<file path="config.mk">
export PLATFORM = sky130hd
export DESIGN_NAME = lv_owt_tx_framer
export DESIGN_NICKNAME = d
export VERILOG_FILES = /design/src/rtl/lv_owt_pkg.sv /design/src/rtl/lv_owt_crc8_ser.sv /design/src/rtl/lv_owt_tx_framer.sv
export SDC_FILE = /design/constraint.sdc
export NUM_CORES = 1
export LEC_CHECK = 0
export ABC_AREA = 1
export CAP_MARGIN = 10
export CORE_UTILIZATION = 53
export CTS_BUF_LIST = sky130_fd_sc_hd__clkbuf_16
export DETAILED_ROUTE_END_ITERATION = 7
export PLACE_DENSITY = 0.74
export SETUP_SLACK_MARGIN = 0.02
export SYNTH_ARGS = -nofsm -noshare
export SYNTH_HDL_FRONTEND = slang
export SYNTH_SLANG_ARGS = --single-unit
</file>
<file path="constraint.sdc">
create_clock -name i_clk -period 6.96 [get_ports i_clk]
set_input_delay 2.088 -clock i_clk [delete_from_list [all_inputs] [get_ports i_clk]]
set_output_delay 2.088 -clock i_clk [all_outputs]
set_load 0.05 [all_outputs]
</file>
<file path="src/rtl/lv_owt_pkg.sv">
// Shared one-wire link definitions for the tx framer and the receiver: FSM states, field widths, tail and ADC codes.
// Pure declarations; no timing or flow control of its own.
package lv_owt_pkg;

  typedef enum logic [2:0] {
    ST_IDLE,
    ST_SYNC_HEAD,
    ST_SYNC_TAIL,
    ST_CMD,
    ST_ADC_DATA,
    ST_NML_DATA,
    ST_CRC,
    ST_END_TAIL
  } owt_state_e;

  localparam int OWT_CMD_W  = 8;
  localparam int OWT_DATA_W = 8;
  localparam int OWT_ADCD_W = 10;
  localparam int OWT_CRC_W  = 8;
  localparam int OWT_TAIL_W = 4;

  localparam logic [3:0] OWT_TAIL_PAT = 4'b1100;
  localparam logic [6:0] OWT_ADC_CMD  = 7'h1F;
  localparam logic [7:0] OWT_CRC_POLY = 8'h07;

  // A read of the ADC register carries a wide data field.
  function automatic logic owt_is_adc(input logic [7:0] cmd);
    return !cmd[7] && (cmd[6:0] == OWT_ADC_CMD);
  endfunction

endpackage

</file>
<file path="src/rtl/lv_owt_crc8_ser.sv">
// Serial CRC-8 (poly 0x07, init 0): absorbs one bit per enabled clock, result valid the cycle after.
// No flow control; clear has priority over enable.
module lv_owt_crc8_ser
  import lv_owt_pkg::*;
(
  input  logic       i_clk,
  input  logic       i_rst,
  input  logic       i_clr,
  input  logic       i_en,
  input  logic       i_din,
  output logic [7:0] o_crc
);

  logic [7:0] crc_q;
  logic [7:0] crc_d;

  always_comb begin
    crc_d = {crc_q[6:0], 1'b0} ^ ((crc_q[7] ^ i_din) ? OWT_CRC_POLY : 8'h00);
  end

  always_ff @(posedge i_clk) begin
    if (i_rst || i_clr) begin
      crc_q <= 8'h00;
    end else if (i_en) begin
      crc_q <= crc_d;
    end
  end

  assign o_crc = crc_q;

endmodule

</file>
<file path="src/rtl/lv_owt_tx_framer.sv">
// One-wire Manchester tx framer: line changes one clock after acceptance, ack one clock after the last half-bit.
// Requests are ignored while busy; OWT_TX_ABORT_EN adds an abort input and completion status output.
module lv_owt_tx_framer
  import lv_owt_pkg::*;
#(
  parameter int OWT_EXT_CYC_NUM  = 8,
  parameter int OWT_SYNC_BIT_NUM = 12,
  parameter int OWT_CMD_BIT_NUM  = OWT_CMD_W,
  parameter int OWT_DATA_BIT_NUM = OWT_DATA_W,
  parameter int OWT_ADCD_BIT_NUM = OWT_ADCD_W,
  parameter int OWT_CRC_BIT_NUM  = OWT_CRC_W,
  parameter int OWT_TAIL_BIT_NUM = OWT_TAIL_W
) (
  input  logic                        i_clk,
  input  logic                        i_rst,
  input  logic                        i_owt_tx_req,
  input  logic [OWT_CMD_BIT_NUM-1:0]  i_owt_tx_cmd,
  input  logic [OWT_ADCD_BIT_NUM-1:0] i_owt_tx_data,
`ifdef OWT_TX_ABORT_EN
  input  logic                        i_owt_tx_abort,
  output logic                        o_owt_tx_status,
`endif
  output logic                        o_owt_tx_busy,
  output logic                        o_owt_tx_ack,
  output logic                        o_lv_hv_owt_tx
);

  localparam int CNT_W = (OWT_EXT_CYC_NUM > 1) ? $clog2(OWT_EXT_CYC_NUM) : 1;
  localparam int SH_W  = OWT_ADCD_BIT_NUM;

  owt_state_e                  state_q, st_d, st_nxt;
  logic [CNT_W-1:0]            cnt_q;
  logic [1:0]                  hb_q, hb_d;
  logic [4:0]                  idx_q, idx_d, nbits;
  logic [SH_W-1:0]             sh_q, sh_d;
  logic [OWT_CMD_BIT_NUM-1:0]  cmd_q;
  logic [OWT_ADCD_BIT_NUM-1:0] data_q;
  logic                        manch, lvl_d;
  logic                        line_q, busy_q, ack_q;
  logic                        accept, half_end, crc_en;
  logic [7:0]                  crc;
`ifdef OWT_TX_ABORT_EN
  logic                        status_q;
`endif

  // busy_q stays high through the ack cycle, which also blocks re-acceptance there.
  assign accept   = (state_q == ST_IDLE) && i_owt_tx_req && !busy_q;
  assign half_end = (cnt_q == CNT_W'(OWT_EXT_CYC_NUM - 1));
  assign crc_en   = (state_q inside {ST_CMD, ST_ADC_DATA, ST_NML_DATA}) &&
                    (hb_q == 2'd0) && (cnt_q == '0);

  lv_owt_crc8_ser u_crc (
    .i_clk (i_clk),
    .i_rst (i_rst),
    .i_clr (accept),
    .i_en  (crc_en),
    .i_din (sh_q[SH_W-1]),
    .o_crc (crc)
  );

  always_comb begin
    nbits  = '0;
    st_nxt = ST_IDLE;
    manch  = 1'b1;
    case (state_q)
      ST_SYNC_HEAD: begin nbits = 5'(OWT_SYNC_BIT_NUM); st_nxt = ST_SYNC_TAIL; end
      ST_SYNC_TAIL: begin manch = 1'b0; st_nxt = ST_CMD; end
      ST_CMD: begin
        nbits  = 5'(OWT_CMD_BIT_NUM);
        st_nxt = owt_is_adc(cmd_q[7:0]) ? ST_ADC_DATA : ST_NML_DATA;
      end
      ST_ADC_DATA:  begin nbits = 5'(OWT_ADCD_BIT_NUM); st_nxt = ST_CRC; end
      ST_NML_DATA:  begin nbits = 5'(OWT_DATA_BIT_NUM); st_nxt = ST_CRC; end
      ST_CRC:       begin nbits = 5'(OWT_CRC_BIT_NUM);  st_nxt = ST_END_TAIL; end
      default:      begin manch = 1'b0; st_nxt = ST_IDLE; end
    endcase

    // Position of the half-bit that follows the current one.
    st_d  = state_q;
    hb_d  = hb_q + 2'd1;
    idx_d = idx_q;
    if (manch) begin
      if (hb_q[0]) begin
        hb_d = 2'd0;
        if (idx_q == nbits - 5'd1) begin
          st_d  = st_nxt;
          idx_d = 5'd0;
        end else begin
          idx_d = idx_q + 5'd1;
        end
      end
    end else if (hb_q == 2'(OWT_TAIL_BIT_NUM - 1)) begin
      st_d = st_nxt;
      hb_d = 2'd0;
    end

    // Field shifter keeps the bit being sent at its MSB.
    sh_d = sh_q;
    if (st_d != state_q) begin
      case (st_d)
        ST_CMD:      sh_d = SH_W'(cmd_q) << (SH_W - OWT_CMD_BIT_NUM);
        ST_ADC_DATA: sh_d = data_q;
        ST_NML_DATA: sh_d = SH_W'(data_q[OWT_DATA_BIT_NUM-1:0]) << (SH_W - OWT_DATA_BIT_NUM);
        ST_CRC:      sh_d = SH_W'(crc) << (SH_W - OWT_CRC_BIT_NUM);
        default:     sh_d = '0;
      endcase
    end else if (manch && hb_q[0]) begin
      sh_d = sh_q << 1;
    end

    case (st_d)
      ST_IDLE:                  lvl_d = 1'b1;
      ST_SYNC_TAIL, ST_END_TAIL: lvl_d = OWT_TAIL_PAT[2'd3 - hb_d];
      default:                  lvl_d = hb_d[0] ? sh_d[SH_W-1] : ~sh_d[SH_W-1];
    endcase
  end

  always_ff @(posedge i_clk) begin
    if (i_rst) begin
      state_q  <= ST_IDLE;
      cnt_q    <= '0;
      hb_q     <= 2'd0;
      idx_q    <= 5'd0;
      sh_q     <= '0;
      cmd_q    <= '0;
      data_q   <= '0;
      line_q   <= 1'b1;
      busy_q   <= 1'b0;
      ack_q    <= 1'b0;
`ifdef OWT_TX_ABORT_EN
      status_q <= 1'b0;
`endif
    end else begin
      ack_q <= 1'b0;
      if (state_q == ST_IDLE) begin
        busy_q <= 1'b0;
        line_q <= 1'b1;
        cnt_q  <= '0;
        hb_q   <= 2'd0;
        idx_q  <= 5'd0;
        sh_q   <= '0;
        if (accept) begin
          state_q <= ST_SYNC_HEAD;
          busy_q  <= 1'b1;
          cmd_q   <= i_owt_tx_cmd;
          data_q  <= i_owt_tx_data;
        end
`ifdef OWT_TX_ABORT_EN
      end else if (i_owt_tx_abort) begin
        state_q  <= ST_IDLE;
        line_q   <= 1'b1;
        ack_q    <= 1'b1;
        status_q <= 1'b1;
`endif
      end else if (half_end) begin
        cnt_q   <= '0;
        state_q <= st_d;
        hb_q    <= hb_d;
        idx_q   <= idx_d;
        sh_q    <= sh_d;
        line_q  <= lvl_d;
        if (st_d == ST_IDLE) begin
          ack_q <= 1'b1;
`ifdef OWT_TX_ABORT_EN
          status_q <= 1'b0;
`endif
        end
      end else begin
        cnt_q <= cnt_q + CNT_W'(1);
      end
    end
  end

  assign o_lv_hv_owt_tx = line_q;
  assign o_owt_tx_busy  = busy_q;
  assign o_owt_tx_ack   = ack_q;
`ifdef OWT_TX_ABORT_EN
  assign o_owt_tx_status = status_q;
`endif

endmodule

</file>
## Word-level counts from Yosys, hierarchy flattened

Cells that the tools add are included.

- Output and inout bits: 3
- Input bits: 21
- Register bits after elaboration: 52
- Logic and storage cells: 92

- Bitwise operators: 4
- Muxes and demuxes: 25
- Add/subtract/negate cells: 5
- Equal/unequal tests: 18
- $lt $le $gt $ge: 1
- Reductions and logical operators: 27

Operator list:

| cell | number |
|---|---|
| 10-bit case mux with 4 select lines | 1 |
| 3-bit equality test, second input constant | 8 |
| 3-bit 2-to-1 mux | 8 |
| 10-bit 2-to-1 mux | 2 |
| 3-bit case mux with 5 select lines | 1 |
| 3-bit by 2-bit equality test with 1-bit output, second input constant | 4 |
| 4-bit case mux with 3 select lines | 1 |
| 3-bit logical NOT | 3 |
| 3-bit OR reduction | 3 |
| 8-bit XOR | 1 |
| 7-bit by 5-bit equality test with 1-bit output, second input constant | 1 |
| 1-bit logical AND | 6 |
| 1-bit 2-to-1 mux | 6 |
| 2-bit 2-to-1 mux | 3 |
| 2-bit AND reduction | 3 |
| 2-bit OR reduction | 3 |
| 5-bit by 1-bit adder with 5-bit output, second input constant | 1 |
| 5-bit equality test | 1 |
| 5-bit 2-to-1 mux | 1 |
| 5-bit OR reduction | 1 |
| 5-bit by 1-bit subtractor with 5-bit output, second input constant | 1 |
| 2-bit nonzero test | 2 |
| 3-bit by 1-bit adder with 3-bit output, second input constant | 1 |
| 3-bit by 1-bit equality test with 1-bit output, second input constant | 1 |
| other kinds (15) | 17 |

## Longest topological paths before layout

Gate-level depths: netlist (run 1).

- Word-level depth: 14
- Depth in mapped cells: 20
- Mapped depth without buffers: 18

## Hierarchy

A second synthesis (run 1) with hierarchy kept.

- Cell total of the unflattened synthesis: 410
- Area, all modules: 2835.2 µm²

By module, submodules not included:

| module | times used | cells an instance | area an instance (µm²) | seq. area each (µm²) |
|---|---|---|---|---|
| lv_owt_tx_framer | 1 | 356 | 2437.3 | 880.8 |
| lv_owt_crc8_ser | 1 | 54 | 397.9 | 160.2 |

## Worst setup path before layout (run 1)

No wires, ideal clock.

- Path kind: input to register
- Start: in i_owt_tx_req
- End: reg u_crc.crc_q[0], in the netlist u_crc.o_crc[0]
- Arrival time: 2.854 ns
- Setup time: 0.070 ns
- Slack: 4.036 ns
- Buffers on the path: 0
- Cell stages on the path: 5
- Data required time: 6.890 ns
- Cells stage by stage: nand3_1 > clkinv_1 > nor2_1 > o21ai_0 > a21oi_1

- Cells in the longest elaborated chain, start to end: 3

Ends and longest elaborated chain:

| element | line | source |
|---|---|---|
| start, declared | lv_owt_tx_framer.sv:16 | `input logic i_owt_tx_req,` |
| 1-bit logical AND (2 in series) | lv_owt_tx_framer.sv:47 | `assign accept = (state_q == ST_IDLE) && i_owt_tx_req && !busy_q;` |
| 1-bit logical OR | lv_owt_crc8_ser.sv:22 | `if (i_rst \|\| i_clr) begin` |
| end signal, assigned | lv_owt_crc8_ser.sv:25 | `crc_q <= crc_d;` |
| end, declared | lv_owt_crc8_ser.sv:14 | `logic [7:0] crc_q;` |

No other way between the ends.
A chain may end at the register's enable or synchronous reset.

## Worst setup path in the final report (run 1)

- Start: in i_owt_tx_req
- End: reg u_crc.crc_q[7], in the netlist u_crc.o_crc[7]

Same word-level chain as after synthesis.

==> results of run 1 <==
cells by family (layout without fill, tap and decap cells):
kind of cell | Yosys count | in the layout | share of synthesized area, %
AO/OA/AOI/OAI | 112 | 112 | 22.4
XOR/XNOR | 8 | 8 | 3.51
AND/OR/NAND/NOR | 128 | 128 | 22.8
buffers and inverters | 66 | 89 | 9.80
multiplexers | 1 | 1 | 0.364
adder cells (fa/ha/maj) | 7 | 7 | 3.19
flip-flops | 52 | 52 | 37.9
routing by layer:
metal  part of all wire, %  vias to the layer above
li1                      -                     1281
met1                    46                     1097
met2                    47                       59
met3                   5.0                        8
met4                   1.7                        0
met5                     0                        -
per-stage QoR:
stage,power (uW),hold WS [ns],std cells
5_1_grt,694,0.482,464
3_5_place_dp,426,0.444,456
4_1_cts,666,0.458,464
3_3_place_gp,424,0.425,456
2_1_floorplan,404,0.417,374
6_report,660,0.455,464
state kept, by name (all words and copies together) (netlist names):
register,cells
hb_q,2
data_q,10
o_owt_tx_ack,1
idx_q,5
sh_q,10
state_q,3
cnt_q,3
u_crc.o_crc,8
cmd_q,8
o_owt_tx_busy,1
o_lv_hv_owt_tx,1
power by group:
part           total (uW)  switching (uW)  internal [uW]
Clock                 240             107            133
Combinational        96.8            61.4           35.4
Sequential            323            10.9            312
Total                 660             180            480
final cells by class:
type	instances	area, sq um
multi-input cells	256	1440
clock inverters	3	18.8
clock buffers	5	125
well taps	67	83.8
fillers	441	1690
flip-flops and latches	52	1040
inverters	57	216
repair buffers	24	238
synthesized netlist by cell type (all sizes together):
library cell	number
o21ai	59
inv	56
nand2	54
dfxtp	52
a21oi	42
nor2	36
nand3	24
nand4	8
ha	7
o22ai	7
xor2	7
clkbuf	6
buf	3
nor3	3
a31oi	2
or2	2
clkinv	1
mux2i	1
nor4	1
o2111ai	1
o21a	1
xnor2	1
worst paths after layout:
path	start	end	slack [ns]	depth (start not counted)
setup / recovery	i_owt_tx_req	u_crc.o_crc[7]	2.74	6
hold reg to reg	cnt_q[0]	cnt_q[0]	0.45	1
hold / removal	cnt_q[0]	cnt_q[0]	0.45	1
setup reg to reg	state_q[0]	u_crc.o_crc[7]	3.95	8
==> run summary, run 1 <==
Outcome -> complete, no violations
I/O pins -> 24
Post-Synthesis Cells -> 374
GRT Max-Usage Layer -> met2
Worst-margin pin slew -> 0.925 ns
RSZ-0062 raised after global routing -> false
Worst-Skew Late Latency -> 0.29 ns
Worst slack at placement -> 2.46 ns
Die Ht -> 74.0 um
Postcts setup bufs -> 0
Clock Skew -> 0.00355 ns
Placed inst area -> 3020 sq um
Site Rows -> 25
Final worst-path cycle share -> 60.7%
Max rail drop VDD -> 0.000164 V
Dpl hpwl -> 4.31 mm
CP bufs+invs -> 2
Drt initial violations -> 114
Routed WL -> 5.77 mm
Initial antenna violation count -> 0
Worst-path clk slew -> 0.07 ns
Total congestion overflow -> 0
DRC -> 0
Share of the synthesized area in the top cell type -> 37.9%
CTS Buf Count -> 5
Pre-antenna DRT Iters -> 4
Die span in x -> 74.0 um
IO Port Bufs -> 23
Relative slew slack -> 38.2%
Pin count of the biggest net entering global routing -> 31
Hold crit path type -> flip-flop to flip-flop
GR Layer Usage met3 -> 4.74%
DR vias -> 2445
Fmax -> 237 MHz
CTS Sinks -> 52
Crit path DAT -> 4.45 ns
Worst-path cell chain -> clkdlybuf4s50_1 -> nand3_1 -> clkinv_1 -> nor2_1 -> o21ai_0 -> a21oi_1
Maxcap violations -> 0
Yosys warns -> 0
Final #Nets -> 424
Critical Path RT -> 7.18 ns
Commonest non-fill, non-tap cell in the layout -> inv_1
Top cells by area, synth -> dfxtp_1, o21ai_0, a21oi_1, inv_1, nand2_1
# H-tree levels -> 2
Clock Path Buffers -> 2
Syn nets -> 402
Routed len/inst -> 12.4 um
Final setup viols -> 0
Tmin final -> 4.22 ns
Synthesis-stage register bit count -> 52
TNS Setup -> 0 ns
Sequential fraction of the synthesis area -> 37.9%
CP max FO -> 30
First-pass GRT wire length -> 9.80 mm
Utilization after layout -> 65.2%
Post-DRT Antenna Nets -> 0
TritonCTS clock tree -> yes
Clk Tree Root Cell -> clkbuf_16
CTS Hold Bufs -> 0
Post-layout instance area -> 3160 sq um
Post-synth top area cell -> dfxtp_1
Initial core utilization -> 56.6%
Power Density -> 209 nW/um^2
LEAKAGE -> 0.00123 uW
Worst setup margin -> 2.74 ns
Vias in the first global route -> 2115
GR met2 Demand/Resource -> 39.0%
Met1 GRT Util -> 31.3%
Max-slew violation count -> 0
CP Class -> input pin to flip-flop
Post-CTS resize count -> 0
Total GRT Usage -> 23.9%
Slowest stage delay, CP -> 0.63 ns
Delay-heaviest family, CP -> simple AND/OR/NAND/NOR gates
Via density -> 5.27
Mean Syn Cell Area -> 7.34 sq um
Share of cells above drive strength 1 -> 9.57%
Core area -> 4850 sq um
N_diodes -> 0
Leading cell types in the layout, fill and taps excluded -> inv_1, dfxtp_1, o21ai_0
Area of the mapped netlist -> 2750 sq um
Yosys cell types -> 36
Gpl congestion -> 0.821
Synthesis-to-layout area growth -> 15.0%
DIE AREA -> 5470 sq um
Fin. Hold Viols -> 0
Crit start category -> input pin
CP max stage cell -> nand3_1
Endpoint class of the critical path -> flip-flop
No activity file was read; power rests on OpenSTA's default activity.
==> run 2: changes to the inputs <==
- clock period: 6.96 -> 4.2 ns (I/O delays scaled with it)
==> run summary, run 2 (synthesis results as in run 1) <==
CP Class -> input pin to flip-flop
Via density -> 5.30 (+0.55%)
Initial core utilization -> 56.6% (unchanged)
First-pass GRT wire length -> 9.92 mm (+1.1%)
Total congestion overflow -> 0 (unchanged)
Worst-margin pin slew -> 0.493 ns (-0.432 ns)
Placed inst area -> 3030 sq um (+0.50%)
Hold crit path type -> flip-flop to flip-flop
TritonCTS clock tree -> yes
Initial antenna violation count -> 0 (unchanged)
Relative slew slack -> 67.0% (+29 points)
CTS Hold Bufs -> 0 (unchanged)
Outcome -> complete, no violations
Vias in the first global route -> 2295 (+8.5%)
Routed WL -> 5.81 mm (+0.69%)
DR vias -> 2469 (+0.98%)
Max-slew violation count -> 0 (unchanged)
Largest regs -> data_q x10, sh_q x10
IO Port Bufs -> 23 (unchanged)
Maxcap violations -> 0 (unchanged)
Post-CTS resize count -> 0 (unchanged)
Final setup viols -> 0 (unchanged)
Post-Route M1 WL -> 2.71 mm (+2.2%)
Clk Tree Root Cell -> clkbuf_16
Worst-path clk slew -> 0.07 ns (about the same)
Fmax -> 355 MHz
Share of cells above drive strength 1 -> 9.77% (+0.20 points)
Clock Path Buffers -> 2 (unchanged)
Post-layout instance area -> 3170 sq um (+0.48%)
RSZ-0062 raised after global routing -> false
Critical Path RT -> 4.42 ns (-2.76 ns)
WL met3 -> 257 um (-11%)
Crit path DAT -> 3.04 ns (-1.41 ns)
I/O pins -> 24 (unchanged)
Worst-Skew Late Latency -> 0.29 ns (about the same)
Die span in x -> 74.0 um (unchanged)
Postcts setup bufs -> 0 (unchanged)
N_diodes -> 0 (unchanged)
Hold path depth -> 1 (unchanged)
Cells on worst reg2reg path -> 16 (+8)
Gpl congestion -> 0.823 (+0.23%)
Final worst-path cycle share -> 67.1%
Leading cell types in the layout, fill and taps excluded -> inv_1, dfxtp_1, o21ai_0
DRC -> 0 (unchanged)
Fin. Hold Viols -> 0 (unchanged)
# H-tree levels -> 2 (unchanged)
Power Density -> 345 nW/um^2 (+65%)
Max rail drop VDD -> 0.000208 V (+27%)
Tmin final -> 2.82 ns
Site Rows -> 25 (unchanged)
LEAKAGE -> 0.00122 uW (about the same)
Total GRT Usage -> 23.9% (about the same)
Pre-antenna DRT Iters -> 4 (unchanged)
Clock Skew -> 0.00287 ns (-0.000672 ns)
Wire length on met2 -> 2.73 mm (-0.26%)
Synthesis-to-layout area growth -> 15.6%
Core area -> 4850 sq um (unchanged)
DIE AREA -> 5470 sq um (unchanged)
Final #Nets -> 426 (+0.47%)
CP max FO -> 30 (unchanged)
Post-DRT Antenna Nets -> 0 (unchanged)
Top routing layer in use -> met4
Pin count of the biggest net entering global routing -> 31 (unchanged)
TNS Setup -> 0 ns (unchanged)
Dpl hpwl -> 4.36 mm (+1.2%)
Drt initial violations -> 122 (+7.0%)
Crit start category -> input pin
CTS Sinks -> 52 (unchanged)
Die Ht -> 74.0 um (unchanged)
Commonest non-fill, non-tap cell in the layout -> inv_1
Routed len/inst -> 12.5 um (+0.26%)
Endpoint class of the critical path -> flip-flop
CTS Buf Count -> 5 (unchanged)
-- run 2: per-stage QoR --
| step | power (uW) | setup WS [ns] | util (%) | hold WS, ns | cells |
|---|---|---|---|---|---|
| after floorplan | 669 | 2.02 | - | 0.417 | 374 |
| after global placement | 707 | 1.18 | 62.5 | 0.430 | 458 |
| after detailed placement | 711 | 1.09 | 62.5 | 0.434 | 458 |
| after CTS | 1110 | 1.37 | 65.5 | 0.451 | 466 |
| after global routing | 1150 | 1.08 | 65.5 | 0.488 | 466 |
| final | 1090 | 1.38 | 65.5 | 0.451 | 466 |
-- run 2: final cells by class --
class                           instances  area (sq um)
Sequential cell                        52          1040
Tap cell                               67          83.8
Clock inverter                          3          18.8
Clock buffer                            5           125
Multi-Input combinational cell        256          1440
Timing Repair Buffer                   26           253
Inverter                               57           216
Fill cell                             438          1670
-- run 2: path summary, 6_finish.rpt --
kind	from	end	slack, ns
max	i_owt_tx_req	u_crc.o_crc[7]	1.38
min	cnt_q[0]	cnt_q[0]	0.45
max reg2reg	state_q[0]	sh_q[4]	1.41
min reg2reg	cnt_q[0]	cnt_q[0]	0.45
-- run 2: critical path: stages --
cell             delay (ns)
clkdlybuf4s50_1        0.40
nand3_1                0.09
buf_4                  0.27
clkinv_1               0.30
nor2_1                 0.42
o21ai_0                0.16
a21oi_1                0.14
-- run 2: routing by layer --
layer / global-route usage (%) / up-vias
met1: 29.8 / 1107
met4: 9.40 / 0
met5: 0 / -
met2: 40.7 / 60
met3: 4.47 / 13
li1: - / 1289
-- run 2: power breakdown --
| part | total, uW | switching (uW) | internal [uW] |
|---|---|---|---|
| registers | 535 | 18.1 | 517 |
| logic | 164 | 103 | 61.0 |
| clock network | 396 | 177 | 219 |
| total | 1090 | 298 | 797 |
==> run 3: changes to the inputs <==
- CORE_UTILIZATION: 53 -> 52
- PLACE_DENSITY: 0.74 -> 0.76
- clock period: 4.2 -> 2.5 ns (I/O delays scaled with it)
==> run summary, run 3 (synthesis results as in run 1) <==
Outcome -> complete, no violations
Largest regs -> data_q x10, sh_q x10
Synthesis-to-layout area growth -> 20.8%
LEAKAGE -> 0.00132 uW (+7.4%)
Reg-to-reg slack, setup -> 0.09 ns (-1.32 ns)
Worst-path cell chain -> buf_4 -> nand2_4 -> nand2_4 -> nand2_1 -> nand2_1 -> a21oi_4 -> nand3_2 -> nand2_1 -> nand3_2 -> nand2_4 -> xor2_4 -> nand2_8 -> o21ai_4 -> buf_4 -> a21oi_1 -> a21oi_1
Total congestion overflow -> 0 (unchanged)
Cells on worst reg2reg path -> 16 (unchanged)
Die span in x -> 74.7 um (+0.93%)
Worst setup margin -> 0.0860 ns (-1.29 ns)
I/O pins -> 24 (unchanged)
Number of fill cells in the layout -> 463 (+5.7%)
Endpoint class of the critical path -> flip-flop
Leading cell types in the layout, fill and taps excluded -> inv_1, dfxtp_1, o21ai_0
Power Density -> 560 nW/um^2 (+62%)
Site Rows -> 26 (+4.0%)
Relative slew slack -> 61.5% (-5.5 points)
Slowest stage delay, CP -> 0.36 ns (-0.06 ns)
First-pass GRT wire length -> 10.2 mm (+3.1%)
Tmin final -> 2.41 ns
DRC -> 0 (unchanged)
N_diodes -> 0 (unchanged)
Initial antenna violation count -> 0 (unchanged)
# H-tree levels -> 2 (unchanged)
Pre-antenna DRT Iters -> 5 (+1)
CP max FO -> 12 (-60%)
Clk Tree Root Cell -> clkbuf_16
Pin count of the biggest net entering global routing -> 29 (-6.5%)
Max rail drop VDD -> 0.000378 V (+82%)
Max-slew violation count -> 0 (unchanged)
TNS Setup -> 0 ns (unchanged)
Fin. Hold Viols -> 0 (unchanged)
Worst-Skew Late Latency -> 0.29 ns (about the same)
Clock Skew -> 0.00553 ns (+0.00265 ns)
Worst-path clk slew -> 0.07 ns (about the same)
Via density -> 5.31 (+0.17%)
Critical Path RT -> 2.72 ns (-1.70 ns)
DIE AREA -> 5580 sq um (+1.9%)
DR vias -> 2558 (+3.6%)
CP bufs+invs -> 2 (-1)
Vias in the first global route -> 2286 (-0.39%)
Final worst-path cycle share -> 96.6%
Crit start category -> flip-flop
Post-layout instance area -> 3320 sq um (+4.5%)
Core area -> 5110 sq um (+5.3%)
Gpl congestion -> 0.903 (+9.8%)
Final #Nets -> 440 (+3.3%)
IO Port Bufs -> 23 (unchanged)
Commonest non-fill, non-tap cell in the layout -> inv_1
Hold Path End -> cnt_q[0]
Hold crit path type -> flip-flop to flip-flop
CTS Buf Count -> 5 (unchanged)
CP max stage cell -> dfxtp_4
Hold path depth -> 1 (unchanged)
Total GRT Usage -> 24.2% (+0.30 points)
Initial core utilization -> 53.8% (-2.9 points)
Crit path DAT -> 2.63 ns (-0.41 ns)
RSZ-0062 raised after global routing -> true
Reg-to-reg endpoint -> sh_q[3]
Worst slack at placement -> 0.0180 ns (-1.07 ns)
CP Class -> flip-flop to flip-flop
Placed inst area -> 3080 sq um (+1.6%)
Fmax -> 414 MHz
Clock Path Buffers -> 2 (unchanged)
Maxcap violations -> 0 (unchanged)
Utilization after layout -> 65.0% (-0.50 points)
Hold path start -> cnt_q[0]
Share of cells above drive strength 1 -> 14.3% (+4.5 points)
Delay-heaviest family, CP -> simple AND/OR/NAND/NOR gates
TritonCTS clock tree -> yes
Die Ht -> 74.7 um (+0.93%)
Routed len/inst -> 12.9 um (+3.5%)
CTS Hold Bufs -> 0 (unchanged)
Drt initial violations -> 159 (+30%)
Dpl hpwl -> 4.57 mm (+4.8%)
FF-to-FF Start -> state_q[2]
Post-DRT Antenna Nets -> 0 (unchanged)
CTS Sinks -> 52 (unchanged)
Routed WL -> 6.22 mm (+7.1%)
Final setup viols -> 0 (unchanged)
Worst-margin pin slew -> 0.572 ns (+0.0792 ns)
==> run 3: final cells by class <==
cell class | count | area, sq um | area share [%]
tap | 70 | 87.6 | 2.64
multi-input combinational | 256 | 1470 | 44.3
timing repair buffer | 40 | 358 | 10.8
inverter | 57 | 216 | 6.52
sequential | 52 | 1050 | 31.7
clock buffer | 5 | 125 | 3.77
clock inverter | 2 | 8.76 | 0.264
==> run 3: per-stage QoR <==
| step | total power [uW] | hold slack [ns] | std cells |
|---|---|---|---|
| after floorplan | 1120 | 0.417 | 374 |
| after global placement | 1190 | 0.428 | 467 |
| after detailed placement | 1200 | 0.440 | 467 |
| after CTS | 1850 | 0.453 | 478 |
| after global routing | 1940 | 0.472 | 482 |
| final | 1860 | 0.445 | 482 |
==> run 3: worst max path at each step <==
stage	from	endpoint	slack (ns)	cells past startpoint
global route	hb_q[0]	sh_q[4]	-0.08	11
finish	state_q[2]	sh_q[3]	0.09	16
detailed placement	state_q[1]	sh_q[3]	0.02	16
floorplan	state_q[0]	sh_q[7]	0.32	17
CTS	state_q[0]	sh_q[1]	0.04	17
global placement	state_q[1]	sh_q[2]	0.14	16
==> run 3: repair_timing <==
| action | CTS | global route |
|---|---|---|
| setup endpoints to repair | 9 | 11 |
| resized for setup | 1 | 13 |
| pin swaps | 1 | 6 |
| setup buffers | 4 | 4 |
==> run 3: metal layers <==
layer / vias to the layer above / part of all wire (%) / GRT usage, %
li1: 1319 / - / -
met1: 1159 / 44 / 29.5
met4: 0 / 2.5 / 8.81
met2: 66 / 50 / 42.8
met5: - / 0 / 0
met3: 14 / 4.1 / 4.02
==> run 3: power by group <==
group	switching (uW)	internal, uW	total [uW]	leakage [uW]
clock	286	360	646	0.0000709
combinational	190	126	317	0.000819
sequential	27.3	867	895	0.000426
